<file path="config.mk">
export PLATFORM = sky130hd
export DESIGN_NAME = inst_fetch_flat
export DESIGN_NICKNAME = d
export VERILOG_FILES = /design/src/rtl/cpu_pkg.sv /design/src/rtl/inst_fetch_if.sv /design/src/rtl/fetch_queue.sv /design/src/rtl/inst_fetch.sv /design/src/flat_wrapper.sv
export SDC_FILE = /design/constraint.sdc
export NUM_CORES = 1
export LEC_CHECK = 0
export ABC_AREA = 1
export BUFFER_PORTS_ARGS = -buffer_cell sky130_fd_sc_hd__buf_2
export CAP_MARGIN = 20
export CORE_AREA = 2 2 202 204
export CTS_BUF_LIST = sky130_fd_sc_hd__clkbuf_16
export DETAILED_ROUTE_END_ITERATION = 8
export DIE_AREA = 0 0 204 206
export GPL_TIMING_DRIVEN = 0
export MAX_ROUTING_LAYER = met4
export PLACE_DENSITY = 0.49
export SYNTH_ARGS = -nofsm -noshare
export SYNTH_HDL_FRONTEND = slang
export SYNTH_HIERARCHICAL = 1
export SYNTH_SLANG_ARGS = --single-unit
</file>
<file path="constraint.sdc">
create_clock -name CLK -period 4.5 [get_ports CLK]
set_clock_uncertainty 0.05 [all_clocks]
set_input_delay 0.45 -clock CLK [delete_from_list [all_inputs] [get_ports CLK]]
set_output_delay 0.45 -clock CLK [all_outputs]
set_load 0.03 [all_outputs]
</file>
<file path="src/rtl/cpu_pkg.sv">
// Shared CPU front-end definitions: word size, PC step, fetch FSM encoding.
package cpu_pkg;

  localparam int unsigned WORD_W = 32;
  localparam logic [WORD_W-1:0] PC_INC = 32'd4;

  typedef enum logic [1:0] {
    RUN   = 2'd0,
    FLUSH = 2'd1
  } fetch_state_t;

  function automatic logic [WORD_W-1:0] word_align(input logic [WORD_W-1:0] a);
    return {a[WORD_W-1:2], 2'b00};
  endfunction

endpackage

</file>
<file path="src/rtl/inst_fetch_if.sv">
// Instruction-memory req/ack port; master = fetch stage, slave = memory.
interface inst_fetch_if;

  logic                       IMemReq;
  logic [cpu_pkg::WORD_W-1:0] IMemAddr;
  logic                       IMemAck;
  logic [cpu_pkg::WORD_W-1:0] IMemData;

  modport master (output IMemReq, IMemAddr, input IMemAck, IMemData);
  modport slave  (input IMemReq, IMemAddr, output IMemAck, IMemData);

endinterface

</file>
<file path="src/rtl/fetch_queue.sv">
// Circular prefetch FIFO with push/pop/clear and occupancy outputs.
module fetch_queue #(
  parameter int unsigned DEPTH = 2,
  parameter int unsigned W     = 64,
  localparam int unsigned AW   = (DEPTH > 1) ? $clog2(DEPTH) : 1,
  localparam int unsigned CW   = $clog2(DEPTH + 1)
) (
  input  logic          clk,
  input  logic          rst,
  input  logic          push,
  input  logic          pop,
  input  logic          clear,
  input  logic [W-1:0]  wr_data,
  output logic [W-1:0]  rd_data,
  output logic          full,
  output logic          empty,
  output logic [CW-1:0] count
);

  logic [W-1:0]  mem [DEPTH];
  logic [AW-1:0] rd_ptr, wr_ptr;
  logic          do_push, do_pop;

  function automatic logic [AW-1:0] ptr_inc(input logic [AW-1:0] p);
    return (p == AW'(DEPTH - 1)) ? '0 : p + AW'(1);
  endfunction

  assign empty   = (count == '0);
  assign full    = (count == CW'(DEPTH));
  assign do_pop  = pop && !empty;
  assign do_push = push && (!full || do_pop);
  assign rd_data = mem[rd_ptr];

  always_ff @(posedge clk or posedge rst) begin
    if (rst) begin
      rd_ptr <= '0;
      wr_ptr <= '0;
      count  <= '0;
    end else if (clear) begin
      rd_ptr <= '0;
      wr_ptr <= '0;
      count  <= '0;
    end else begin
      if (do_push) wr_ptr <= ptr_inc(wr_ptr);
      if (do_pop)  rd_ptr <= ptr_inc(rd_ptr);
      case ({do_push, do_pop})
        2'b10:   count <= count + CW'(1);
        2'b01:   count <= count - CW'(1);
        default: count <= count;
      endcase
    end
  end

  always_ff @(posedge clk) begin
    if (do_push && !clear) mem[wr_ptr] <= wr_data;
  end

endmodule

</file>
<file path="src/rtl/inst_fetch.sv">
// Instruction fetch stage: PC, req/ack memory port, prefetch queue, branch flush.
// Optional INST_FETCH_PERFCNT_EN enables the delivered-instruction counter.
module inst_fetch
  import cpu_pkg::*;
#(
  parameter logic [WORD_W-1:0] RESET_VEC = 32'h0000_0000,
  parameter int unsigned       DEPTH     = 2
) (
  input  logic              CLK,
  input  logic              RST,
  inst_fetch_if.master      imem,
  input  logic              Stall,
  input  logic              BranchEn,
  input  logic [WORD_W-1:0] BranchAddr,
  output logic [WORD_W-1:0] OPCODE,
  output logic              OpValid,
  output logic [WORD_W-1:0] PCOut,
  output logic [WORD_W-1:0] FetchCnt
);

  localparam int unsigned CW = $clog2(DEPTH + 1);

  fetch_state_t      state_q, state_n;
  logic              req_q, req_n;
  logic [WORD_W-1:0] addr_q, addr_n;
  logic [WORD_W-1:0] tgt_q, tgt_n;
  logic [WORD_W-1:0] hold_op, hold_pc;
  logic [WORD_W-1:0] br_tgt;
  logic              ack_ok, push, pop, clear, room_next;
  logic              q_full, q_empty;
  logic [CW-1:0]     q_count;
  logic [2*WORD_W-1:0] q_rd;

  assign br_tgt = word_align(BranchAddr);
  assign ack_ok = req_q && imem.IMemAck;
  assign clear  = BranchEn;
  assign pop    = !q_empty && !Stall;
  assign push   = ack_ok && (state_q == RUN) && !BranchEn;

  // Occupancy after this edge is below DEPTH, derived from current count/full.
  always_comb begin
    room_next = 1'b1;
    if (clear)              room_next = 1'b1;
    else if (push && !pop)  room_next = (q_count < CW'(DEPTH - 1));
    else                    room_next = !q_full || (pop && !push);
  end

  fetch_queue #(.DEPTH(DEPTH), .W(2 * WORD_W)) u_queue (
    .clk     (CLK),
    .rst     (RST),
    .push    (push),
    .pop     (pop),
    .clear   (clear),
    .wr_data ({addr_q, imem.IMemData}),
    .rd_data (q_rd),
    .full    (q_full),
    .empty   (q_empty),
    .count   (q_count)
  );

  always_comb begin
    state_n = state_q;
    req_n   = req_q;
    addr_n  = addr_q;
    tgt_n   = tgt_q;
    case (state_q)
      RUN: begin
        if (BranchEn) begin
          if (req_q && !imem.IMemAck) begin
            state_n = FLUSH;
            tgt_n   = br_tgt;
          end else begin
            req_n  = 1'b1;
            addr_n = br_tgt;
          end
        end else begin
          if (ack_ok) addr_n = addr_q + PC_INC;
          req_n = (req_q && !ack_ok) || room_next;
        end
      end
      FLUSH: begin
        if (BranchEn) tgt_n = br_tgt;
        if (ack_ok) begin
          state_n = RUN;
          req_n   = 1'b1;
          addr_n  = BranchEn ? br_tgt : tgt_q;
        end
      end
      default: state_n = RUN;
    endcase
  end

  always_ff @(posedge CLK or posedge RST) begin
    if (RST) begin
      state_q <= RUN;
      req_q   <= 1'b0;
      addr_q  <= RESET_VEC;
      tgt_q   <= RESET_VEC;
      hold_op <= '0;
      hold_pc <= '0;
    end else begin
      state_q <= state_n;
      req_q   <= req_n;
      addr_q  <= addr_n;
      tgt_q   <= tgt_n;
      if (!q_empty) begin
        hold_op <= q_rd[WORD_W-1:0];
        hold_pc <= q_rd[2*WORD_W-1:WORD_W];
      end
    end
  end

  assign imem.IMemReq  = req_q;
  assign imem.IMemAddr = addr_q;
  assign OpValid = !q_empty;
  assign OPCODE  = q_empty ? hold_op : q_rd[WORD_W-1:0];
  assign PCOut   = q_empty ? hold_pc : q_rd[2*WORD_W-1:WORD_W];

`ifdef INST_FETCH_PERFCNT_EN
  logic [WORD_W-1:0] cnt_q;
  always_ff @(posedge CLK or posedge RST) begin
    if (RST)      cnt_q <= '0;
    else if (pop) cnt_q <= cnt_q + 32'd1;
  end
  assign FetchCnt = cnt_q;
`else
  assign FetchCnt = '0;
`endif

endmodule
</file>
<file path="src/flat_wrapper.sv">
// flat-port wrapper written by rule: the top's interface ports become plain ports
module inst_fetch_flat import cpu_pkg::*;
#(
  parameter logic [WORD_W-1:0] RESET_VEC = 32'h0000_0000,
  parameter int unsigned       DEPTH     = 2
)
  (CLK, RST, Stall, BranchEn, BranchAddr, OPCODE, OpValid, PCOut, FetchCnt, imem_IMemReq, imem_IMemAddr, imem_IMemAck, imem_IMemData);
  inst_fetch_if imem_i ();
  input  logic CLK;
  input  logic RST;
  input  logic Stall;
  input  logic BranchEn;
  input  logic [WORD_W-1:0] BranchAddr;
  output logic [WORD_W-1:0] OPCODE;
  output logic OpValid;
  output logic [WORD_W-1:0] PCOut;
  output logic [WORD_W-1:0] FetchCnt;
  output wire logic [$bits(imem_i.IMemReq)-1:0] imem_IMemReq;
  output wire logic [$bits(imem_i.IMemAddr)-1:0] imem_IMemAddr;
  input wire logic [$bits(imem_i.IMemAck)-1:0] imem_IMemAck;
  input wire logic [$bits(imem_i.IMemData)-1:0] imem_IMemData;
  assign imem_IMemReq = imem_i.IMemReq;
  assign imem_IMemAddr = imem_i.IMemAddr;
  assign imem_i.IMemAck = imem_IMemAck;
  assign imem_i.IMemData = imem_IMemData;
  inst_fetch #(.RESET_VEC(RESET_VEC), .DEPTH(DEPTH)) u_core (.CLK(CLK), .RST(RST), .imem(imem_i), .Stall(Stall), .BranchEn(BranchEn), .BranchAddr(BranchAddr), .OPCODE(OPCODE), .OpValid(OpValid), .PCOut(PCOut), .FetchCnt(FetchCnt));
endmodule
</file>
### After elaboration in Yosys (flattened, before gate mapping)

Memory sizes are Yosys's and may differ from the RTL's.
Index checks and enable logic that the tools add are counted.

* register bits after elaboration: 135
* bits in writable memories: 128
* input port bits: 69
* output and inout port bits: 130
* logic and storage cells: 88
* memories: 1

* add/sub/neg operators: 5
* order comparisons: 1
* eq/ne operators: 9
* multiplexer cells: 31
* reductions and logical operators: 32

Memory list
* u_core.u_queue.mem: words 2, width 64, read ports 1, clocked after memory_dff 0, wr ports 1, RTL line fetch_queue.sv:20 `logic [W-1:0] mem [DEPTH];`

Operators with widths (number)
* $mux 32: 9
* $pmux 32 s2: 2
* $add 32x3->32 const B: 1
* $mux 1: 13
* $logic_and 1x1->1: 11
* $reduce_and 3->1: 3
* $logic_not 1->1: 8
* $mux 2: 4
* $pmux 2 s2: 2
* $reduce_bool 2->1: 3
* $eq 2x1->1 const B: 2
* $eq 2x2->1 const B: 2
* $logic_not 2->1: 2
* $ne 2x2->1 const B: 2
* $reduce_and 4->1: 1
* $logic_or 1x1->1: 3
* $ne 3x2->1 const B: 1
* $ne 3x3->1 const B: 1
* $reduce_bool 3->1: 1
* $add 1x1->1 const B: 2
* $add 2x1->2 const B: 1
* $lt 2x1->1 const B: 1
* $ne 2x1->1 const B: 1
* $pmux 1 s2: 1
* $sub 2x1->2 const B: 1

### Logic depth before layout (Yosys ltp)

Gate-level depths: netlist of run 1.

* depth in word-level cells: 11
* gate-level depth with buffers: 11
* gate-level depth less buffers: 11

### Cells and area by module

Netlist of run 1, hierarchy kept.

By module, submodules not included
* inst_fetch: times used 1, cells each 929, area each 6839.1 um^2, sequential area each 3253.1 um^2
* fetch_queue: times used 1, cells each 239, area each 5029.8 um^2, sequential area each 3943.8 um^2

### Worst setup path after synthesis of run 1

No wires, ideal clock.

* kind: register to register
* start point: register u_core.req_q (netlist: u_core/imem.IMemReq)
* end point: memory u_core.u_queue.mem[0][0], enable pin
* setup time: 0.486 ns
* arrival time: 3.889 ns
* required time: 3.964 ns
* setup slack: 0.074 ns
* stages on the path, launching flop included: 7
* buffers on the path: 0
* period minus slack after synthesis: 4.426 ns
* cell sequence: dfrtp_1 nand2_1 nor2_2 nand2_1 inv_1 nand2_1 nor2_1

* word-level cells in the longest chain between the ends: 7

RTL lines
* start, declared: RTL line inst_fetch.sv:24 `logic req_q, req_n;`
* start signal, assigned: RTL line inst_fetch.sv:103 `req_q <= req_n;`
* $logic_and 1x1->1: RTL line inst_fetch.sv:35 `assign ack_ok = req_q && imem.IMemAck;`
* $logic_and 1x1->1 (2 in a row): RTL line inst_fetch.sv:38 `assign push = ack_ok && (state_q == RUN) && !BranchEn;`
* named net u_core.push: RTL line inst_fetch.sv:29 `logic ack_ok, push, pop, clear, room_next;`
* $logic_and 1x1->1: RTL line fetch_queue.sv:31 `assign do_push = push && (!full || do_pop);`
* $logic_and 1x1->1: RTL line fetch_queue.sv:55 `if (do_push && !clear) mem[wr_ptr] <= wr_data;`
* $mux 1: RTL line fetch_queue.sv:55
* $mux 1 (implied by the code): RTL line fetch_queue.sv:55
* end, declared: RTL line fetch_queue.sv:20

The timed path passes the listed nets, and every way through them passes these cells.

### Worst setup path in the final report of run 1

* start point: register u_core.u_queue.count[0]
* end point: output port OPCODE[25]

* word-level cells in the longest chain between the ends: 2

RTL lines
* start, declared: RTL line fetch_queue.sv:17 `output logic [CW-1:0] count`
* start signal, assigned: RTL line fetch_queue.sv:47 `2'b10: count <= count + CW'(1);`
* start signal, assigned: RTL line fetch_queue.sv:48 `2'b01: count <= count - CW'(1);`
* start signal, assigned: RTL line fetch_queue.sv:49 `default: count <= count;`
* $logic_not 2->1: RTL line fetch_queue.sv:28 `assign empty = (count == '0);`
* named net u_core.q_empty: RTL line inst_fetch.sv:30 `logic q_full, q_empty;`
* $mux 32: RTL line inst_fetch.sv:116 `assign OPCODE = q_empty ? hold_op : q_rd[WORD_W-1:0];`
* end, declared: RTL line flat_wrapper.sv:14 `output logic [WORD_W-1:0] OPCODE;`

The timed path passes the listed nets, and every way through them passes these cells.

==> metrics, run 1 <==
Critical Path End Type output port; Commonest cells post-synth nand2_1 (384), dfrtp_1 (134), edfxtp_1 (128), nor2_1 (94), inv_1 (65); CTS buffer count 30; Worst Setup SP u_core/u_queue/count[0]; post-synthesis async set-or-reset flop share 0.511; min Tclk post-route 3480 ps; Total GRT Usage 0.157; Main synth FF type dfrtp_1; compound-cell area share of the yosys netlist 0.0683; fill count 4166; Skew-Pair Late Insertion Delay 560 ps; DRC viols 0; vias 8615; CTS tree yes; R2R setup slack 1680 ps; Hold Crit Class in2reg; Area contributors post-synth edfxtp_1 (32%), dfrtp_1 (28%), nand2_1 (12%); r2r endpoint u_core/u_queue/mem[0][23]; worst reg2reg path depth 12; first-pass iteration count of the detailed router 4; reported max-cap violation count 0; RSZ-0062 raised after global routing no; pwr/cell area 713 nW/um^2; area share of the largest cell type after synthesis 0.324; IO Port Bufs 164; final setup vio count 0; # IOs 199; Worst EP arrival 2980 ps; DP HPWL 22900 um; xor/xnor share of the synthesized area 0.00148; Final Max Slew Viols 0; post-route setup slack 1020 ps; mux contribution to synthesized area 0.0754; die height 206 um; CP Max Fanout 10; final hold slack 35.0 ps; ANT cells 0; Leak 6.65 nW; adder-cell share of the synthesized area 0.00105; worst vdd rail ir drop 0.000304 V; row count 74; Post-Route Utilization 0.366; Area Overhead vs Synth 24.0%; GRT Residual Overflow 0; Synth cell types 44; global-route wire length before repair 49200 um; vias in the first global route 8495; Detail Route Antenna Nets 0; Place WS 1480 ps; Iter 0 DRT Violations 343; Worst Hold Launch imem_IMemData[3]; DR vias/cell 4.38; Clk pin slew, worst setup/hold paths 60 ps; Yosys reg bits 262; die width 204 um; Simple-Gate Fraction of Synth Area 0.182; initial antenna violation count 0; Syn Area/Cell 10.2 sq um; fmax 287 MHz; Pwr Total 10.5 mW; Worst setup SP type register; Rel. slew slack 0.535; worst endpoint required time 4000 ps; most numerous cell in the Yosys netlist nand2_1; routed length per instance 16.3 um; synthesized cell area 11900 sq um; core area 40200 sq um; CTS H-tree lvls 1; number of synthesized flops with an enable pin 128; sequential area share after synthesis 0.606; DP Cell Count 1900; Mapped Cells 1168; worst slew pin tran 697 ps; largest family of logic cells by synthesized area simple AND/OR/NAND/NOR gates; largest area contributor in the netlist edfxtp_1; outcome completed; largest net degree at the start of global routing 67; Initial Utilization 0.295; total die area 42000 sq um; period utilization 0.774; CTS resizes 0; share of post-route cells with drive strength above 1 0.255; Bufs on Longest Clock Path 3; Setup CP Type reg2out; Worst Setup EP OPCODE[25]; Final nets 1482; Root Driver clkbuf_16; Critical R2R Launch u_core/u_queue/count[0]; routability cong. 0.851; final-report hold violation count 0; Post-Layout Cell Count 1968; Syn. warnings 6; CTS sink cnt 262; final WL 32100 um
-- critical path, stage by stage, from the launching register on --
cell,delay [ps]
dfrtp_1,430
inv_2,80
nand2_1,110
inv_1,110
inv_1,130
clkbuf_1,550
clkbuf_1,520
nand2_1,150
nand2_1,130
buf_2,200
-- state kept, by name (all words and copies together) (netlist names) --
signal,cells
u_core/u_queue/rd_ptr,1
u_core/u_queue/mem,128
u_core/u_queue/wr_ptr,1
u_core/imem.IMemReq,1
u_core/hold_op,32
u_core/state_q,1
u_core/imem.IMemAddr,32
u_core/tgt_q,32
u_core/u_queue/count,2
u_core/hold_pc,32
-- layout by cell type, fill, tap and decap left out, drive strengths merged --
| cell | Yosys | layout |
|---|---|---|
| o211ai | 1 | 1 |
| o221ai | 2 | 2 |
| nand3b | 6 | 6 |
| inv | 71 | 75 |
| bufinv | 0 | 4 |
| nand3 | 19 | 19 |
| a21oi | 61 | 61 |
| o21ai | 71 | 71 |
| o22ai | 3 | 3 |
| a21boi | 1 | 1 |
| conb | 1 | 32 |
| dfrtp | 134 | 134 |
| a31oi | 1 | 1 |
| clkinv | 0 | 16 |
| mux2 | 65 | 65 |
| xnor2 | 2 | 2 |
| a21o | 1 | 1 |
| nand2 | 389 | 389 |
| o31ai | 3 | 3 |
| a22o | 1 | 1 |
| clkbuf | 17 | 49 |
| nor3 | 15 | 15 |
| nor2 | 106 | 106 |
| a41oi | 2 | 2 |
| mux2i | 2 | 2 |
| and2 | 2 | 2 |
| a32o | 1 | 1 |
| dlygate4sd3 | 0 | 12 |
| nand4 | 1 | 1 |
| buf | 60 | 229 |
| a22oi | 1 | 1 |
| edfxtp | 128 | 128 |
| ha | 1 | 1 |
-- worst min-delay path by stage --
stage	endpoint	depth (start not counted)
floorplan	u_core/u_queue/count[0]	1
global placement	u_core/u_queue/count[1]	2
detailed placement	u_core/u_queue/count[1]	2
CTS	u_core/u_queue/mem[1][0]	1
global route	u_core/u_queue/mem[1][3]	1
finish	u_core/u_queue/mem[1][3]	1
-- per-layer routing --
metal | track usage | vias to the layer above | routed length, um
met1 | 0.202 | 4085 | 14800
li1 | - | 4304 | -
met3 | 0.0279 | 40 | 1770
met5 | - | - | 0
met2 | 0.259 | 186 | 15100
met4 | 0.0344 | 0 | 516
-- report_power, final --
group / internal, mW / switching [mW] / total, mW
sequential: 3.22 / 0.500 / 3.72
combinational: 1.27 / 3.06 / 4.33
clock: 1.50 / 0.957 / 2.45
total: 5.99 / 4.52 / 10.5
-- kinds of logic (layout without fill, tap and decap cells) --
kind of cell,count (synthesis),count (layout)
other,1,32
XOR/XNOR,2,2
AND/OR/NAND/NOR,538,538
multiplexers,67,67
adder cells (fa/ha/maj),1,1
flip-flops,262,262
AO/OA/AOI/OAI,149,149
buffers and inverters,148,385
-- per-stage QoR --
stage          area [sq um]  setup TNS (ps)
3_5_place_dp          13600               0
2_1_floorplan         12000               0
6_report              14700               0
3_3_place_gp          13500         -523670
4_1_cts               14700               0
5_1_grt               14700               0
-- layout make-up --
type                    count  area [sq um]  area share
inverters                  71           274      0.0186
plain buffers              77           499      0.0339
multi-input cells         789          4040       0.274
flip-flops and latches    262          7200       0.489
well taps                 532           666      0.0452
clock inverters            24           203      0.0138
clock buffers              32           801      0.0544
repair buffers            181          1050      0.0712
-- what timing repair did --
item | 4_1_cts | 5_1_grt
buffers inserted | 0 | 0
hold endpoints to repair | 25 | 0
hold buffers | 12 | 0
Power figures use the tool's default switching activity.
==> run 2, diff against run 1 <==
clock period = 3.1 ns   (was 4.5 ns; I/O delays follow)
==> run 2 against run 1 <==
  * Worst hold slack got worse by 3.6 ps
  * Critical path depth unchanged
  * Combinational power rose by 46%
  * Worst setup slack worse by 800 ps
  * Highest routed layer unchanged
  * Sequential cell count unchanged
  * Final cell count increased by 1.7%
  * Routed wire length up 1.9%
  * Largest power group unchanged
  * Core utilization up 0.98 points
  * Cell area rose by 2.7%
  * Non-clock buffer count up 31
  * Clock power grew 49%
==> metrics, run 2 (same netlist as run 1, synthesis figures left out) <==
commonest non-fill, non-tap cell in the layout nand2_1; setup TNS 0 ps; final WL 32700 um; WL met1 15300 um; global-route wire length before repair 49600 um; Detail Route Antenna Nets 0; RSZ-0062 raised after global routing no; die height 206 um; final hold slack 31.4 ps; routability cong. 0.835; routed length per instance 16.3 um; top layer in use met4; R2R setup slack 350 ps; IO Port Bufs 164; ANT cells 0; Hold Path Cell Cnt 3; CP Max Fanout 10; commonest cells after routing, fill and taps aside nand2_1 (384), buf_2 (180), dfrtp_1 (134); total die area 42000 sq um; Hold EP u_core/tgt_q[15]; final setup vio count 0; final-report hold violation count 0; Clk pin slew, worst setup/hold paths 60 ps; CTS tree yes; Worst setup SP type register; met3 routed WL 1530 um; Critical Path End Type output port; Final Max Slew Viols 0; initial antenna violation count 0; worst vdd rail ir drop 0.000471 V; Total GRT Usage 0.158; worst slew pin tran 893 ps; Rel. slew slack 0.403; first-pass iteration count of the detailed router 5; largest net degree at the start of global routing 34; Bufs on Longest Clock Path 3; period utilization 0.929; Worst Hold Launch BranchAddr[15]; Root Driver clkbuf_16; Critical R2R Launch u_core/u_queue/count[0]; vias 8771; Area Overhead vs Synth 27.4%; Skew-Pair Late Insertion Delay 580 ps; Final nets 1515; row count 74; core area 40200 sq um; Leak 6.86 nW; pwr/cell area 1020 nW/um^2; reported max-cap violation count 0; share of post-route cells with drive strength above 1 0.260; DRC viols 0; worst endpoint required time 2740 ps; vias in the first global route 8614; fmax 347 MHz; outcome completed; r2r endpoint u_core/u_queue/mem[0][1]; DP HPWL 23400 um; Worst EP arrival 2520 ps; worst reg2reg path depth 12; min Tclk post-route 2880 ps; Initial Utilization 0.295; CTS buffer count 31; CTS sink cnt 262; CTS H-tree lvls 1; DR vias/cell 4.38; number of flip-flops in the largest register 128; Hold Crit Class in2reg; Setup CP Type reg2out; largest reg by FF count u_core/u_queue/mem; Routed met2 length 15100 um; die width 204 um; GRT Residual Overflow 0; Iter 0 DRT Violations 508; # IOs 199
-- run 2: worst max path at each step --
| stage | startpoint | to | cells after the start |
|---|---|---|---|
| 3_5_place_dp | BranchEn | u_core/u_queue/mem[0][10] | 11 |
| 4_1_cts | u_core/u_queue/count[1] | OPCODE[3] | 8 |
| 2_1_floorplan | u_core/imem.IMemReq | u_core/u_queue/mem[0][0] | 6 |
| 3_3_place_gp | BranchEn | u_core/u_queue/mem[0][5] | 9 |
| 6_report | u_core/u_queue/count[0] | OPCODE[29] | 9 |
| 5_1_grt | u_core/u_queue/count[0] | PCOut[10] | 9 |
-- run 2: per-stage QoR --
step	cell area, sq um	utilization	std cells	worst slack, ps	power (mW)
global placement	13500	0.336	1895	-502	11.7
global route	15100	0.376	2002	18.9	16.4
detailed placement	13700	0.340	1903	107	11.8
finish	15100	0.376	2002	220	15.4
floorplan	12000	-	1199	401	9.64
CTS	15100	0.376	2001	32.6	15.6
-- run 2: what timing repair did --
action,4_1_cts,5_1_grt
setup buffers,0,0
hold endpoints to repair,106,0
gates resized for setup,7,12
hold buffers,40,0
setup endpoints to repair,60,61
cloned,0,1
pin swaps,0,1
-- run 2: cell type report --
cell class | count | area [sq um]
plain buffers | 77 | 515
flip-flops and latches | 262 | 7200
multi-input cells | 790 | 4040
clock buffers | 31 | 776
clock inverters | 27 | 246
repair buffers | 212 | 1400
fillers | 4066 | 25100
well taps | 532 | 666
inverters | 71 | 273
-- run 2: critical path, cell delays in order, from the launching register on --
cell and delay (ps):
dfrtp_1 430, inv_2 80, nand2_1 100, inv_1 120, inv_1 140, clkbuf_2 310, clkbuf_2 340, nand2_1 90
nand2_1 100, buf_2 210
-- run 2: power breakdown --
part	leakage, nW	internal, mW	switching (mW)
clock network	0.534	2.21	1.44
registers	2.77	4.68	0.722
logic	3.55	1.90	4.45
-- run 2: metal layers --
layer | up-vias | GRT usage
li1 | 4382 | -
met1 | 4139 | 0.205
met2 | 198 | 0.258
met3 | 52 | 0.0279
met4 | 0 | 0.0399
met5 | - | -
==> run 3, diff against run 2 <==
ABC_AREA = default   (was 1)
CORE_AREA = 2 2 197 199   (was 2 2 202 204)
DIE_AREA = 0 0 199 201   (was 0 0 204 206)
==> run 3 against run 2 <==
  * Cell area fell by 2.5%
  * Routed wire length fell by 8.9%
  * Via count fell by 15%
  * Core utilization rose by 1.1 points
  * Clock power fell by 4%
  * Final cell count fell by 18%
==> metrics, run 3 <==
setup bufs post-CTS 0; CTS buffer count 31; Bufs on Longest Clock Path 3; global-route wire length before repair 45600 um; most numerous cell in the Yosys netlist mux2_2; Iter 0 DRT Violations 341; DRC viols 0; DP HPWL 20900 um; routed length per instance 18.1 um; period utilization 0.929; Syn. warnings 6; share of post-route cells with drive strength above 1 0.394; Skew-Pair Late Insertion Delay 550 ps; crit path cell chain clkbuf_8, or2_4, clkbuf_8, clkbuf_8, nor2_4, o21ai_4, nor3b_4, buf_16, buf_8; post-route setup slack 220 ps; initial antenna violation count 0; largest reg by FF count u_core/u_queue/mem; post-synthesis async set-or-reset flop share 0.511; total die area 40000 sq um; GR Util met3 0.0276; worst vdd rail ir drop 0.000375 V; sequential area share after synthesis 0.643; synthesized cell area 11200 sq um; Mapped Cells 803; Final nets 1178; pwr/cell area 699 nW/um^2; CP Max Fanout 14; worst endpoint required time 3310 ps; DR vias/cell 4.50; die height 201 um; r2r endpoint u_core/u_queue/mem[1][24]; Commonest cells post-synth mux2_2 (157), dfrtp_1 (134), edfxtp_1 (128), o21ai_0 (50), nand2_1 (49); outcome completed; Critical R2R Launch u_core/state_q[0]; Setup CP Type reg2reg; fill count 3721; first-pass iteration count of the detailed router 4; Rel. slew slack 0.352; commonest non-fill, non-tap cell in the layout buf_2; row count 72; Stages on worst setup path 9; die width 199 um; reported max-cap violation count 0; largest net degree at the start of global routing 38; Worst Hold Launch BranchEn; Worst EP arrival 3090 ps; number of synthesized flops with an enable pin 128; GR Layer Usage met2 0.244; Initial Utilization 0.294; Critical Path End Type register; Hold Crit Class in2reg; busiest layer in global routing met2; number of flip-flops in the largest register 128; Final Max Slew Viols 0; Root Driver clkbuf_16; met1 usage 0.200; Synth cell types 63; Worst setup SP type register; worst slew pin tran 964 ps; family with the most delay on the worst path simple AND/OR/NAND/NOR gates; Area contributors post-synth edfxtp_1 (34%), dfrtp_1 (30%), mux2_2 (16%); GRT Residual Overflow 0; most used cell, CP clkbuf_8; worst path bufs/invs 5; RSZ-0062 raised after global routing no; final WL 29800 um; CTS H-tree lvls 1; Main synth FF type dfrtp_1; vias 7432; Worst path slowest cell nor3b_4; min Tclk post-route 2880 ps; Worst Setup SP u_core/state_q[0]; IO Port Bufs 164; Clk pin slew, worst setup/hold paths 60 ps; CTS sink cnt 262; area share of the largest cell type after synthesis 0.343; routability cong. 0.812; ANT cells 0; fmax 347 MHz; R2R setup slack 220 ps; Leak 6.02 nW; Pwr Total 10.3 mW; CTS tree yes; commonest cells after routing, fill and taps aside buf_2 (170), mux2_2 (157), dfrtp_1 (134); Syn Area/Cell 13.9 sq um; core area 38100 sq um; worst reg2reg path depth 9; final setup vio count 0; Worst Setup EP u_core/u_queue/mem[1][24]; Detail Route Antenna Nets 0; CP max stage delay 730 ps; Total GRT Usage 0.153; # IOs 199; Yosys reg bits 262; Place WS -62.6 ps; vias in the first global route 7642; final-report hold violation count 0; largest area contributor in the netlist edfxtp_1; Area Overhead vs Synth 31.6%; Post-Route Utilization 0.387
run 3: cell count changes after synthesis, moves of 7 or more:
cell and change:
and3_1 +13, nand2_1 -335, nor2_2 -9, inv_1 -53, mux2_2 +130, a21oi_1 -23
o21ai_0 -12, a31oi_1 +10, buf_2 -12, mux2_4 -37, clkbuf_1 +11, nor2_1 -64
o21ai_1 -7
run 3: kinds of logic (layout without fill, tap and decap cells):
| logic type | count (synthesis) | count (layout) | share of synthesized area |
|---|---|---|---|
| buf+inv | 87 | 385 | 0.0483 |
| flops | 262 | 262 | 0.643 |
| fa+ha+maj | 1 | 1 | 0.00112 |
| compound gates | 140 | 140 | 0.0765 |
| mux | 162 | 162 | 0.163 |
| simple gates | 148 | 148 | 0.0669 |
| other cells | 1 | 32 | 0.000335 |
| xor+xnor | 2 | 2 | 0.00156 |
run 3: power breakdown:
part	total, mW	switching [mW]	internal [mW]
combinational	2.34	1.51	0.831
clock	3.52	1.40	2.13
sequential	4.45	0.301	4.14
run 3: worst reg2reg max path, delay by kind of cell, from the launching register on:
family                 cells  cell delay [ps]
buffers and inverters      5              870
DFF                        1              370
AOI/OAI and AO/OA          1              130
and+or+nand+nor            3             1150
run 3: how the worst min path moves through the flow:
stage / endpoint / slack [ps] / depth (start not counted)
finish: u_core/u_queue/count[0] / 110 / 3
global route: u_core/u_queue/count[0] / 120 / 3
CTS: u_core/u_queue/count[0] / 60 / 3
detailed placement: u_core/u_queue/rd_ptr / 200 / 2
global placement: u_core/u_queue/wr_ptr / 190 / 2
floorplan: u_core/u_queue/count[0] / 30 / 1
run 3: routing by layer:
metal  wire, um  vias up
met5          0        -
met4        530        0
met2      14100      211
met3       1720       40
li1           -     3534
met1      13500     3647
run 3: cell type report:
type                       instances  area, sq um  area share
sequential                       262         7200       0.488
inverter                          12         48.8     0.00331
clock inverter                    26          214      0.0145
clock buffer                      31          776      0.0526
timing repair buffer             241         1700       0.115
tap                              518          648      0.0440
multi-input combinational        485         3620       0.246
buffer                            75          537      0.0364
run 3: what timing repair did:
action | in CTS | in global routing
pin swaps | 0 | 0
hold buffers | 65 | 0
setup endpoints to repair | 50 | 31
gates resized for setup | 7 | 4
hold endpoints to repair | 116 | 0
run 3: stage by stage:
| stage | TNS, ps | cells | hold WS [ps] | instance area [sq um] |
|---|---|---|---|---|
| 4_1_cts | 0 | 1650 | 62.6 | 14700 |
| 6_report | 0 | 1650 | 108 | 14700 |
| 2_1_floorplan | -31220 | 834 | 26.1 | 11400 |
| 3_3_place_gp | -271180 | 1516 | 190 | 12900 |
| 5_1_grt | 0 | 1650 | 120 | 14700 |
| 3_5_place_dp | -673 | 1528 | 198 | 13100 |
